===== src/rtl/ps2_pkg.sv =====
// Shared constants, receiver state type and the scan-code set 2 to ASCII map
// for the PS/2 keyboard front end.
package ps2_pkg;

  localparam int FRAME_BITS = 11;

  localparam logic [7:0] SC_BREAK  = 8'hF0;
  localparam logic [7:0] SC_EXT    = 8'hE0;
  localparam logic [7:0] SC_LSHIFT = 8'h12;
  localparam logic [7:0] SC_RSHIFT = 8'h59;
  localparam logic [7:0] SC_ENTER  = 8'h5A;
  localparam logic [6:0] ASCII_CR  = 7'h0D;

  typedef enum logic [1:0] {RX_IDLE, RX_SHIFT, RX_CHECK} rx_state_e;

  // Returns {valid, ascii[6:0]}; letters are uppercase in both shift states.
  function automatic logic [7:0] scan_to_ascii(input logic [7:0] code, input logic shift);
    logic [6:0] lo;
    logic [6:0] hi;
    logic       v;
    lo = 7'h00;
    hi = 7'h00;
    v  = 1'b1;
    case (code)
      8'h1C: {lo, hi} = {7'h41, 7'h41};
      8'h32: {lo, hi} = {7'h42, 7'h42};
      8'h21: {lo, hi} = {7'h43, 7'h43};
      8'h23: {lo, hi} = {7'h44, 7'h44};
      8'h24: {lo, hi} = {7'h45, 7'h45};
      8'h2B: {lo, hi} = {7'h46, 7'h46};
      8'h34: {lo, hi} = {7'h47, 7'h47};
      8'h33: {lo, hi} = {7'h48, 7'h48};
      8'h43: {lo, hi} = {7'h49, 7'h49};
      8'h3B: {lo, hi} = {7'h4A, 7'h4A};
      8'h42: {lo, hi} = {7'h4B, 7'h4B};
      8'h4B: {lo, hi} = {7'h4C, 7'h4C};
      8'h3A: {lo, hi} = {7'h4D, 7'h4D};
      8'h31: {lo, hi} = {7'h4E, 7'h4E};
      8'h44: {lo, hi} = {7'h4F, 7'h4F};
      8'h4D: {lo, hi} = {7'h50, 7'h50};
      8'h15: {lo, hi} = {7'h51, 7'h51};
      8'h2D: {lo, hi} = {7'h52, 7'h52};
      8'h1B: {lo, hi} = {7'h53, 7'h53};
      8'h2C: {lo, hi} = {7'h54, 7'h54};
      8'h3C: {lo, hi} = {7'h55, 7'h55};
      8'h2A: {lo, hi} = {7'h56, 7'h56};
      8'h1D: {lo, hi} = {7'h57, 7'h57};
      8'h22: {lo, hi} = {7'h58, 7'h58};
      8'h35: {lo, hi} = {7'h59, 7'h59};
      8'h1A: {lo, hi} = {7'h5A, 7'h5A};
      8'h45: {lo, hi} = {7'h30, 7'h29};
      8'h16: {lo, hi} = {7'h31, 7'h21};
      8'h1E: {lo, hi} = {7'h32, 7'h40};
      8'h26: {lo, hi} = {7'h33, 7'h23};
      8'h25: {lo, hi} = {7'h34, 7'h24};
      8'h2E: {lo, hi} = {7'h35, 7'h25};
      8'h36: {lo, hi} = {7'h36, 7'h5E};
      8'h3D: {lo, hi} = {7'h37, 7'h26};
      8'h3E: {lo, hi} = {7'h38, 7'h2A};
      8'h46: {lo, hi} = {7'h39, 7'h28};
      8'h29: {lo, hi} = {7'h20, 7'h20};
      8'h5A: {lo, hi} = {7'h0D, 7'h0D};
      8'h66: {lo, hi} = {7'h5F, 7'h5F};
      8'h76: {lo, hi} = {7'h1B, 7'h1B};
      8'h41: {lo, hi} = {7'h2C, 7'h3C};
      8'h49: {lo, hi} = {7'h2E, 7'h3E};
      8'h4A: {lo, hi} = {7'h2F, 7'h3F};
      8'h4C: {lo, hi} = {7'h3B, 7'h3A};
      8'h52: {lo, hi} = {7'h27, 7'h22};
      8'h4E: {lo, hi} = {7'h2D, 7'h5F};
      8'h55: {lo, hi} = {7'h3D, 7'h2B};
      8'h54: {lo, hi} = {7'h5B, 7'h7B};
      8'h5B: {lo, hi} = {7'h5D, 7'h7D};
      8'h5D: {lo, hi} = {7'h5C, 7'h7C};
      8'h0E: {lo, hi} = {7'h60, 7'h7E};
      default: v = 1'b0;
    endcase
    return {v, shift ? hi : lo};
  endfunction

endpackage


===== src/rtl/ps2_ascii_if.sv =====
// Keyboard-side lines and ASCII output of the PS/2 front end; the design
// takes the slave view, the keyboard/host environment the master view.
interface ps2_ascii_if;
  logic       ps2_clk;
  logic       ps2_data;
  logic [6:0] ascii_code;
  logic       ascii_new;

  modport master (output ps2_clk, output ps2_data, input ascii_code, input ascii_new);
  modport slave  (input ps2_clk, input ps2_data, output ascii_code, output ascii_new);
endinterface


===== src/rtl/ps2_rx.sv =====
// PS/2 frame receiver: synchronisers, ps2_clk glitch filter, frame FSM and
// idle timeout. Parity is enforced only when PS2_PARITY_CHECK_EN is defined.
module ps2_rx
  import ps2_pkg::*;
#(
  parameter int CLK_FREQ_HZ = 50_000_000,
  parameter int FILTER_LEN  = 8,
  parameter int TIMEOUT_US  = 200
) (
  input  logic       clk,
  input  logic       reset,
  input  logic       ps2_clk_i,
  input  logic       ps2_data_i,
  output logic [7:0] rx_byte_o,
  output logic       rx_valid_o
);

  // Divide before multiplying so 50 MHz x 200 us stays inside 32 bits.
  localparam int TIMEOUT_CYCLES = TIMEOUT_US * (CLK_FREQ_HZ / 1_000_000);
  localparam int TO_W = $clog2(TIMEOUT_CYCLES + 1);
  localparam int FL_W = $clog2(FILTER_LEN + 1);
  localparam logic [TO_W-1:0] TO_LAST  = TO_W'(TIMEOUT_CYCLES - 1);
  localparam logic [FL_W-1:0] FL_LAST  = FL_W'(FILTER_LEN - 1);
  localparam logic [3:0]      LAST_BIT = 4'(FRAME_BITS - 2);

  logic [1:0]      clk_sync_q, data_sync_q;
  logic            clk_filt_q, fall_q;
  logic [FL_W-1:0] flt_cnt_q;
  logic            data_s;

  assign data_s = data_sync_q[1];

  always_ff @(posedge clk) begin
    // NOTE: every clocked register uses <= so all flops sample the same pre-edge values.
    if (reset) begin
      clk_sync_q  <= 2'b11;
      data_sync_q <= 2'b11;
      clk_filt_q  <= 1'b1;
      fall_q      <= 1'b0;
      flt_cnt_q   <= '0;
    end else begin
      clk_sync_q  <= {clk_sync_q[0], ps2_clk_i};
      data_sync_q <= {data_sync_q[0], ps2_data_i};
      fall_q      <= 1'b0;
      if (clk_sync_q[1] == clk_filt_q) begin
        flt_cnt_q <= '0;
      end else if (flt_cnt_q == FL_LAST) begin
        clk_filt_q <= clk_sync_q[1];
        flt_cnt_q  <= '0;
        fall_q     <= ~clk_sync_q[1];
      end else begin
        flt_cnt_q <= flt_cnt_q + 1'b1;
      end
    end
  end

  rx_state_e       state_q, state_d;
  logic [9:0]      sr_q, sr_d;
  logic [3:0]      bit_cnt_q, bit_cnt_d;
  logic [TO_W-1:0] to_cnt_q, to_cnt_d;
  logic            frame_ok;

  always_ff @(posedge clk) begin
    if (reset) state_q <= RX_IDLE;
    else       state_q <= state_d;
  end

  always_comb begin
    // NOTE: defaulting every always_comb output first keeps paths without an assignment from inferring latches.
    state_d = state_q;
    case (state_q)
      RX_IDLE:  if (fall_q && !data_s) state_d = RX_SHIFT;
      RX_SHIFT: begin
        if (fall_q && bit_cnt_q == LAST_BIT) state_d = RX_CHECK;
        else if (!fall_q && to_cnt_q == TO_LAST) state_d = RX_IDLE;
      end
      RX_CHECK: state_d = RX_IDLE;
      default:  state_d = RX_IDLE;
    endcase
  end

  // Shift register fills from the top: after ten edges sr = {stop, parity, D7..D0}.
  always_comb begin
    sr_d      = sr_q;
    bit_cnt_d = bit_cnt_q;
    to_cnt_d  = to_cnt_q;
    if (state_q == RX_SHIFT) begin
      if (fall_q) begin
        sr_d      = {data_s, sr_q[9:1]};
        bit_cnt_d = bit_cnt_q + 4'd1;
        to_cnt_d  = '0;
      end else begin
        to_cnt_d = to_cnt_q + 1'b1;
      end
    end else begin
      bit_cnt_d = '0;
      to_cnt_d  = '0;
    end
  end

  always_ff @(posedge clk) begin
    if (reset) begin
      sr_q      <= '0;
      bit_cnt_q <= '0;
      to_cnt_q  <= '0;
    end else begin
      sr_q      <= sr_d;
      bit_cnt_q <= bit_cnt_d;
      to_cnt_q  <= to_cnt_d;
    end
  end

  always_comb begin
`ifdef PS2_PARITY_CHECK_EN
    frame_ok = sr_q[9] & (^sr_q[8:0]);
`else
    frame_ok = sr_q[9];
`endif
    rx_valid_o = (state_q == RX_CHECK) && frame_ok;
    rx_byte_o  = sr_q[7:0];
  end

endmodule


===== src/rtl/ps2_ascii_top.sv =====
// PS/2 keyboard front end: receiver plus make/break/extended/shift decoder
// driving a held 7-bit ASCII code and a one-cycle strobe.
module ps2_ascii_top
  import ps2_pkg::*;
#(
  parameter int CLK_FREQ_HZ = 50_000_000,
  parameter int FILTER_LEN  = 8,
  parameter int TIMEOUT_US  = 200
) (
  input  logic        clk,
  input  logic        reset,
  ps2_ascii_if.slave  bus
);

  logic [7:0] rx_byte;
  logic       rx_valid;

  ps2_rx #(
    .CLK_FREQ_HZ (CLK_FREQ_HZ),
    .FILTER_LEN  (FILTER_LEN),
    .TIMEOUT_US  (TIMEOUT_US)
  ) u_rx (
    .clk        (clk),
    .reset      (reset),
    .ps2_clk_i  (bus.ps2_clk),
    .ps2_data_i (bus.ps2_data),
    .rx_byte_o  (rx_byte),
    .rx_valid_o (rx_valid)
  );

  logic       ext_q, ext_d, brk_q, brk_d, shift_q, shift_d, new_q, new_d;
  logic [6:0] code_q, code_d;
  logic [7:0] lut;
  logic       is_shift;

  assign lut      = scan_to_ascii(rx_byte, shift_q);
  assign is_shift = (rx_byte == SC_LSHIFT) || (rx_byte == SC_RSHIFT);

  always_comb begin
    ext_d   = ext_q;
    brk_d   = brk_q;
    shift_d = shift_q;
    code_d  = code_q;
    new_d   = 1'b0;
    if (rx_valid) begin
      if (rx_byte == SC_EXT) begin
        ext_d = 1'b1;
      end else if (rx_byte == SC_BREAK) begin
        brk_d = 1'b1;
      end else begin
        ext_d = 1'b0;
        brk_d = 1'b0;
        if (is_shift) begin
          shift_d = ~brk_q;
        end else if (brk_q) begin
          shift_d = shift_q;
        end else if (ext_q) begin
          // Keypad Enter is the only extended key the Apple-1 keyboard needs.
          if (rx_byte == SC_ENTER) begin
            code_d = ASCII_CR;
            new_d  = 1'b1;
          end
        end else if (lut[7]) begin
          code_d = lut[6:0];
          new_d  = 1'b1;
        end
      end
    end
  end

  always_ff @(posedge clk) begin
    if (reset) begin
      ext_q   <= 1'b0;
      brk_q   <= 1'b0;
      shift_q <= 1'b0;
      code_q  <= '0;
      new_q   <= 1'b0;
    end else begin
      ext_q   <= ext_d;
      brk_q   <= brk_d;
      shift_q <= shift_d;
      code_q  <= code_d;
      new_q   <= new_d;
    end
  end

  assign bus.ascii_code = code_q;
  assign bus.ascii_new  = new_q;

endmodule


===== src/flat_wrapper.sv =====
// flat-port wrapper written by rule: the top's interface ports become plain ports
module ps2_ascii_top_flat import ps2_pkg::*;
#(
  parameter int CLK_FREQ_HZ = 50_000_000,
  parameter int FILTER_LEN  = 8,
  parameter int TIMEOUT_US  = 200
)
  (clk, reset, bus_ps2_clk, bus_ps2_data, bus_ascii_code, bus_ascii_new);
  ps2_ascii_if bus_i ();
  input  logic clk;
  input  logic reset;
  input wire logic [$bits(bus_i.ps2_clk)-1:0] bus_ps2_clk;
  input wire logic [$bits(bus_i.ps2_data)-1:0] bus_ps2_data;
  output wire logic [$bits(bus_i.ascii_code)-1:0] bus_ascii_code;
  output wire logic [$bits(bus_i.ascii_new)-1:0] bus_ascii_new;
  assign bus_i.ps2_clk = bus_ps2_clk;
  assign bus_i.ps2_data = bus_ps2_data;
  assign bus_ascii_code = bus_i.ascii_code;
  assign bus_ascii_new = bus_i.ascii_new;
  ps2_ascii_top #(.CLK_FREQ_HZ(CLK_FREQ_HZ), .FILTER_LEN(FILTER_LEN), .TIMEOUT_US(TIMEOUT_US)) u_core (.clk(clk), .reset(reset), .bus(bus_i));
endmodule

===== config.mk =====
export PLATFORM = sky130hd
export DESIGN_NAME = ps2_ascii_top_flat
export DESIGN_NICKNAME = d
export VERILOG_FILES = /design/src/rtl/ps2_pkg.sv /design/src/rtl/ps2_ascii_if.sv /design/src/rtl/ps2_rx.sv /design/src/rtl/ps2_ascii_top.sv /design/src/flat_wrapper.sv
export SDC_FILE = /design/constraint.sdc
export NUM_CORES = 1
export LEC_CHECK = 0
export ABC_AREA = 0
export CORE_MARGIN = 2
export CORE_UTILIZATION = 60
export CTS_CLUSTER_SIZE = 12
export DETAILED_ROUTE_END_ITERATION = 8
export PLACE_DENSITY = 0.74
export SLEW_MARGIN = 20
export SYNTH_ARGS = -nofsm -noshare
export SYNTH_HDL_FRONTEND = slang
export SYNTH_SLANG_ARGS = --single-unit

===== constraint.sdc =====
create_clock -name clk -period 2.82 [get_ports clk]
set_input_delay 0.564 -clock clk [delete_from_list [all_inputs] [get_ports clk]]
set_output_delay 0.564 -clock clk [all_outputs]
set_load 0.1 [all_outputs]

==> reports/results.ini, run 1 <==
[status]
status = complete, no violations

[timing]
rsz0062_at_grt = false
period_needed_ps = 2710
setup_ws_ps = 111
slew-limit-headroom_pct = 51.1
max_freq_ghz = 0.369
clock_skew_ps = 5.46
slew_viol_final = 0
setup_tns_ps = 0
setup_viol_count_final = 0
hold_viol_final = 0
worst_pin_slew_ps = 715
period_share_pct = 96.1

[clock_network]
numCtsBuffers = 5
cts_buffer_depth = 2
clock-sinks = 51
cts_tree = done
clk-insertion-delay-late_ps = 310
root_buffer = clkbuf_8
htree_num_levels = 2
cts_setup_buffers = 0
cts.reportedPaths.clkPinSlew_ps = 90

[detailed_routing]
dr.pass1.iters = 5
dr_total_vias = 3424
drc = 0
drt_iter0_markers = 383
wl_per_cell_um = 18.0
drtAntennaViolNets = 0
vias_per_cell = 6.57
drt-total-wl_um = 9360

[synthesis]
ys_warn_count = 0
synth_top_area_share_pct = 29.9
syn_nets = 438
async_flop_share_pct = 0
synth_flop_cell = dfxtp_1
synth-edff-count = 0
synth_top_area_cell = dfxtp_1
synth.distinct_cells = 69
synthCells = 430
yosysSeqAreaShare_pct = 29.9
postSynthAreaPerCell_um2 = 7.93
synthTopCellsByArea = dfxtp_1 30%, nor2_1 6.9%, xor2_1 3.3%
yosys_register_bits = 51
synth_area_um2 = 3410

[pwr]
p_clk_share_pct = 42.2
ir_drop_mv = 0.344
p_seq_share_pct = 56.4
p_switching_mw = 0.262
powerDensity_nw_per_um2 = 336
p_leak_nw = 1.34
power_frac_comb_pct = 1.4
switching_share_pct = 20.4
cell_internal_pwr_mw = 1.02

[finish]
syn_to_final_growth_pct = 12.1
drive_gt1_share_pct = 17.1
layout_common_cells = 63 x nor2_1, 46 x dfxtp_1, 44 x buf_4
mostFrequentLayoutCell = nor2_1
regArea_um2 = 1030
fillers = 449
fin_nets = 456
multi_input_area_um2 = 2170
final_area_um2 = 3820
diodes = 0

[floorplanning]
dieWidth_um = 79.4
rows = 27
core-area_um2 = 5510
pin_count = 12
dieArea_um2 = 6310
start_util_pct = 62.0
die_h_um = 79.4

[global_routing]
use_met3_pct = 4.64
grt_pass1_wl_um = 15500
busiest_layer = met2
grt_pass1_vias = 3121
grt_max_degree = 36
grtUsageMet1_pct = 39.3
grt.total_usage_pct = 31.3
antenna_found_initial = 0
grtUsageMet2_pct = 51.7
grt_overflow_total = 0

[place]
place_area_um2 = 3680
gp_congestion = 1.06
place.detailed.hpwl_um = 6710
dp_slack_ps = 140
io_buffer_count = 11

[critical_path]
reg2reg_to = u_core.bus.ascii_code[0]
path_cells = buf_4, or4bb_1, a21oi_1, a2111oi_4, a31oi_2, buf_4, nor2_1, nor3_2
reg2regPathDepth = 8
cp-start-kind = register
crit_path_start = u_core.u_rx.sr_q[5]
end_kind = register
cp-endpoint = u_core.bus.ascii_code[0]
critical-path-top-delay-family = compound AO/OA/AOI/OAI gates
r2r_start = u_core.u_rx.sr_q[5]
reg2reg_slack_ps = 110
crit_required_ps = 3060
cpPeakStageDelay_ps = 550
critPathArrivalTime_ps = 2950
path_buf_inv = 2
worstPathMaxFanout = 11
path_depth = 8
crit_slowest_cell = dfxtp_1
critPathMostFrequentCell = buf_4
path_class = reg2reg

[flow_run]
cap_violations = 0

[hold_path]
hold_path_class = reg2reg

-- sequential cells by signal (all words and copies together) (netlist names) --
name,flops
u_core.u_rx.clk_filt_q,1
u_core.u_rx.bit_cnt_q,4
u_core.u_rx.state_q,2
u_core.u_rx.flt_cnt_q,4
u_core.u_rx.clk_sync_q,2
u_core.bus.ascii_new,1
u_core.ext_q,1
u_core.brk_q,1
u_core.u_rx.fall_q,1
u_core.bus.ascii_code,7
u_core.shift_q,1
u_core.u_rx.sr_q,10
u_core.u_rx.to_cnt_q,14
u_core.u_rx.data_sync_q,2
-- synth_stat cells (9+ instances only) --
| cell | instances |
|---|---|
| a21oi_1 | 22 |
| buf_2 | 14 |
| clkbuf_1 | 11 |
| dfxtp_1 | 51 |
| inv_1 | 9 |
| nand2_1 | 25 |
| nand2b_1 | 11 |
| nand3_1 | 15 |
| nor2_1 | 63 |
| nor3_1 | 11 |
| nor4bb_1 | 9 |
| o21ai_0 | 20 |
| xor2_1 | 13 |
-- worst min-delay path by stage --
stage,from,to,slack [ps],depth (start not counted)
6_report,u_core.u_rx.data_sync_q[0],u_core.u_rx.data_sync_q[1],430,1
2_1_floorplan,u_core.u_rx.clk_sync_q[0],u_core.u_rx.clk_sync_q[1],390,1
3_3_place_gp,u_core.u_rx.data_sync_q[0],u_core.u_rx.data_sync_q[1],390,1
4_1_cts,u_core.u_rx.data_sync_q[0],u_core.u_rx.data_sync_q[1],430,1
3_5_place_dp,u_core.u_rx.data_sync_q[0],u_core.u_rx.data_sync_q[1],410,1
5_1_grt,u_core.u_rx.data_sync_q[0],u_core.u_rx.data_sync_q[1],440,1
-- per-layer routing --
metal,vias to the layer above,wire (um)
met3,41,633
met1,1583,4020
li1,1618,-
met5,-,0
met4,0,459
met2,182,4250
-- power groups by stage --
stage	registers (mW)	clock network, mW	logic, mW
6_report	0.724	0.542	0.0179
5_1_grt	0.724	0.568	0.0195
4_1_cts	0.724	0.549	0.0179
3_5_place_dp	0.741	0	0.0178
3_3_place_gp	0.741	0	0.0174
2_1_floorplan	0.741	0	0.0103
-- cell type report --
| type | count | share of cell area, % |
|---|---|---|
| clock buffers | 6 | 2.16 |
| clock inverters | 2 | 1.01 |
| inverters | 10 | 0.982 |
| multi-input cells | 332 | 56.7 |
| flip-flops and latches | 51 | 26.9 |
| well taps | 72 | 2.36 |
| repair buffers | 48 | 9.95 |
-- what timing repair did --
action                     CTS  global route
resized for setup            0             7
setup endpoints to repair    0             7
hold buffers                 0             0
-- cells by family after synthesis --
family / synth area share (%)
AO/OA/AOI/OAI: 20.9
AND/OR/NAND/NOR: 33.6
flip-flops: 29.9
XOR/XNOR: 5.13
buffers and inverters: 6.97
adder cells (fa/ha/maj): 1.47
multiplexers: 2.05
-- stage by stage --
step / util, % / std cells / power, mW / hold slack [ps]
6_report: 69.4 / 521 / 1.28 / 425
4_1_cts: 69.1 / 521 / 1.29 / 429
5_1_grt: 69.4 / 521 / 1.31 / 444
3_3_place_gp: 66.9 / 513 / 0.758 / 393
3_5_place_dp: 66.9 / 513 / 0.759 / 406
2_1_floorplan: - / 430 / 0.751 / 389
No activity file was read; power rests on OpenSTA's default activity.
==> inputs of run 2 (changes only) <==
--- a/config.mk
+++ b/config.mk
@@ -11,7 +11,6 @@
 export CTS_CLUSTER_SIZE = 12
 export DETAILED_ROUTE_END_ITERATION = 8
 export PLACE_DENSITY = 0.74
-export SLEW_MARGIN = 20
 export SYNTH_ARGS = -nofsm -noshare
 export SYNTH_HDL_FRONTEND = slang
 export SYNTH_SLANG_ARGS = --single-unit
==> results of run 2 <==
No change in the layout: final DEF, timing and power equal those of run 1.
==> inputs of run 3 (changes only) <==
--- a/config.mk
+++ b/config.mk
@@ -7,10 +7,10 @@
 export LEC_CHECK = 0
 export ABC_AREA = 0
 export CORE_MARGIN = 2
-export CORE_UTILIZATION = 60
+export CORE_UTILIZATION = 56
 export CTS_CLUSTER_SIZE = 12
 export DETAILED_ROUTE_END_ITERATION = 8
-export PLACE_DENSITY = 0.74
+export PLACE_DENSITY = 0.73
 export SYNTH_ARGS = -nofsm -noshare
 export SYNTH_HDL_FRONTEND = slang
 export SYNTH_SLANG_ARGS = --single-unit
==> constraint.sdc (replaced) <==
create_clock -name clk -period 2.45 [get_ports clk]
set_input_delay 0.49 -clock clk [delete_from_list [all_inputs] [get_ports clk]]
set_output_delay 0.49 -clock clk [all_outputs]
set_load 0.1 [all_outputs]
==> run 3 against run 2 <==
Net effect: flip-flop and latch count did not move; final area is 8.3% higher; hold slack worse by 4.9 ps; sequential share of layout area fell by 2.0 points; count of clock-buffer cells in the layout decreased by 1; cell count is 7.9% higher; first-iteration DRC count is 21% lower; routed wire length is 5.0% higher; clock skew rose by 2.7 ps; combinational power rose by 12%.
==> reports/results.ini, run 3 (synthesized netlist as in run 1, its figures left out) <==
[place]
place.detailed.hpwl_um = 7760
dp_slack_ps = -26.1
io_buffer_count = 11
place_inst = 554
gp_congestion = 1.08
place_area_um2 = 3970

[critical_path]
critPathArrivalTime_ps = 2590
path_class = reg2reg
path_depth = 8
critPathMostFrequentCell = buf_4
reg2reg_to = u_core.bus.ascii_code[2]
path_buf_inv = 2
reg2reg_slack_ps = 90
cpPeakStageDelay_ps = 450
cp-endpoint = u_core.bus.ascii_code[2]
crit_slowest_cell = a2111oi_4
critical-path-top-delay-family = compound AO/OA/AOI/OAI gates
path_cells = buf_4, nor4b_1, o311ai_1, o2111ai_2, a2111oi_4, a31oi_4, buf_4, a311oi_2
end_kind = register
worstPathMaxFanout = 10
reg2regPathDepth = 8
crit_path_start = u_core.u_rx.sr_q[4]
cp-start-kind = register
r2r_start = u_core.u_rx.sr_q[4]
crit_required_ps = 2680

[flow_run]
cap_violations = 0

[timing]
hold_viol_final = 0
clock_skew_ps = 8.15
period_needed_ps = 2360
setup_ws_ps = 94.2
period_share_pct = 96.2
max_freq_ghz = 0.424
slew-limit-headroom_pct = 56.2
hold_ws_ps = 421
setup_viol_count_final = 0
setup_tns_ps = 0
worst_pin_slew_ps = 655
slew_viol_final = 0

[clock_network]
cts.reportedPaths.clkPinSlew_ps = 100
htree_num_levels = 2
root_buffer = clkbuf_8
ctsHoldBuffers = 0
numCtsBuffers = 5
cts_buffer_depth = 2
clock-sinks = 51
clk-insertion-delay-late_ps = 310
cts_tree = done
cts_setup_buffers = 0

[floorplanning]
start_util_pct = 57.6
dieWidth_um = 82.1
core-area_um2 = 5920
die_h_um = 82.1
pin_count = 12
dieArea_um2 = 6730
rows = 28

[finish]
layout_common_cells = 82 x buf_4, 62 x nor2_1, 43 x dfxtp_1
diodes = 0
fillers = 478
fin_cells = 562
largest_reg_flops = 14
top_register = u_core.u_rx.to_cnt_q
final_area_um2 = 4140
fin_nets = 494
drive_gt1_share_pct = 26.1
final_util_pct = 69.9
mostFrequentLayoutCell = buf_4
syn_to_final_growth_pct = 21.4

[detailed_routing]
dr.pass1.iters = 5
drc = 0
vias_per_cell = 6.34
drtAntennaViolNets = 0
dr_total_vias = 3563
drt_iter0_markers = 303
drt-total-wl_um = 9830
wl_per_cell_um = 17.5

[global_routing]
grt_overflow_total = 0
grt_pass1_wl_um = 15400
grt.total_usage_pct = 30.2
antenna_found_initial = 0
grt_pass1_vias = 3297
grt_max_degree = 32

[status]
status = complete, no violations

[hold_path]
hold_start = u_core.u_rx.data_sync_q[0]
hold_path_class = reg2reg

[pwr]
powerDensity_nw_per_um2 = 326
total_power_mw = 1.35
ir_drop_mv = 0.436
p_leak_nw = 1.54

==> run 3: worst min-delay path by stage <==
stage | depth (start not counted) | endpoint | slack [ps]
floorplan | 1 | u_core.u_rx.clk_sync_q[1] | 390
global placement | 1 | u_core.u_rx.data_sync_q[1] | 390
detailed placement | 1 | u_core.u_rx.data_sync_q[1] | 400
CTS | 1 | u_core.u_rx.data_sync_q[1] | 430
global route | 1 | u_core.u_rx.data_sync_q[1] | 440
finish | 1 | u_core.u_rx.data_sync_q[1] | 420
==> run 3: cell type report <==
cell class	instances	area, um2	share of cell area [%]
Multi-Input combinational cell	332	2220	53.6
Clock inverter	3	26.3	0.634
Inverter	10	37.5	0.906
Clock buffer	5	68.8	1.66
Tap cell	75	93.8	2.27
Sequential cell	51	1030	24.9
Timing Repair Buffer	86	666	16.1
==> run 3: where the power goes <==
group	total (mW)	switching [mW]	internal [mW]	leakage, nW
clock network	0.496	0.286	0.210	0.0491
registers	0.833	0.00167	0.832	0.416
logic	0.0200	0.0109	0.00908	1.08
total	1.35	0.299	1.05	1.54
==> run 3: timing repair <==
action,4_1_cts,5_1_grt
gates cloned,0,0
setup endpoints to repair,7,7
pin swaps,0,1
gates resized for setup,5,16
==> run 3: routing by layer <==
layer	share of wire [%]	global-route usage, %
met1	40	35.7
met2	48	49.8
met3	6.1	4.95
met4	5.7	20.5
met5	0	0
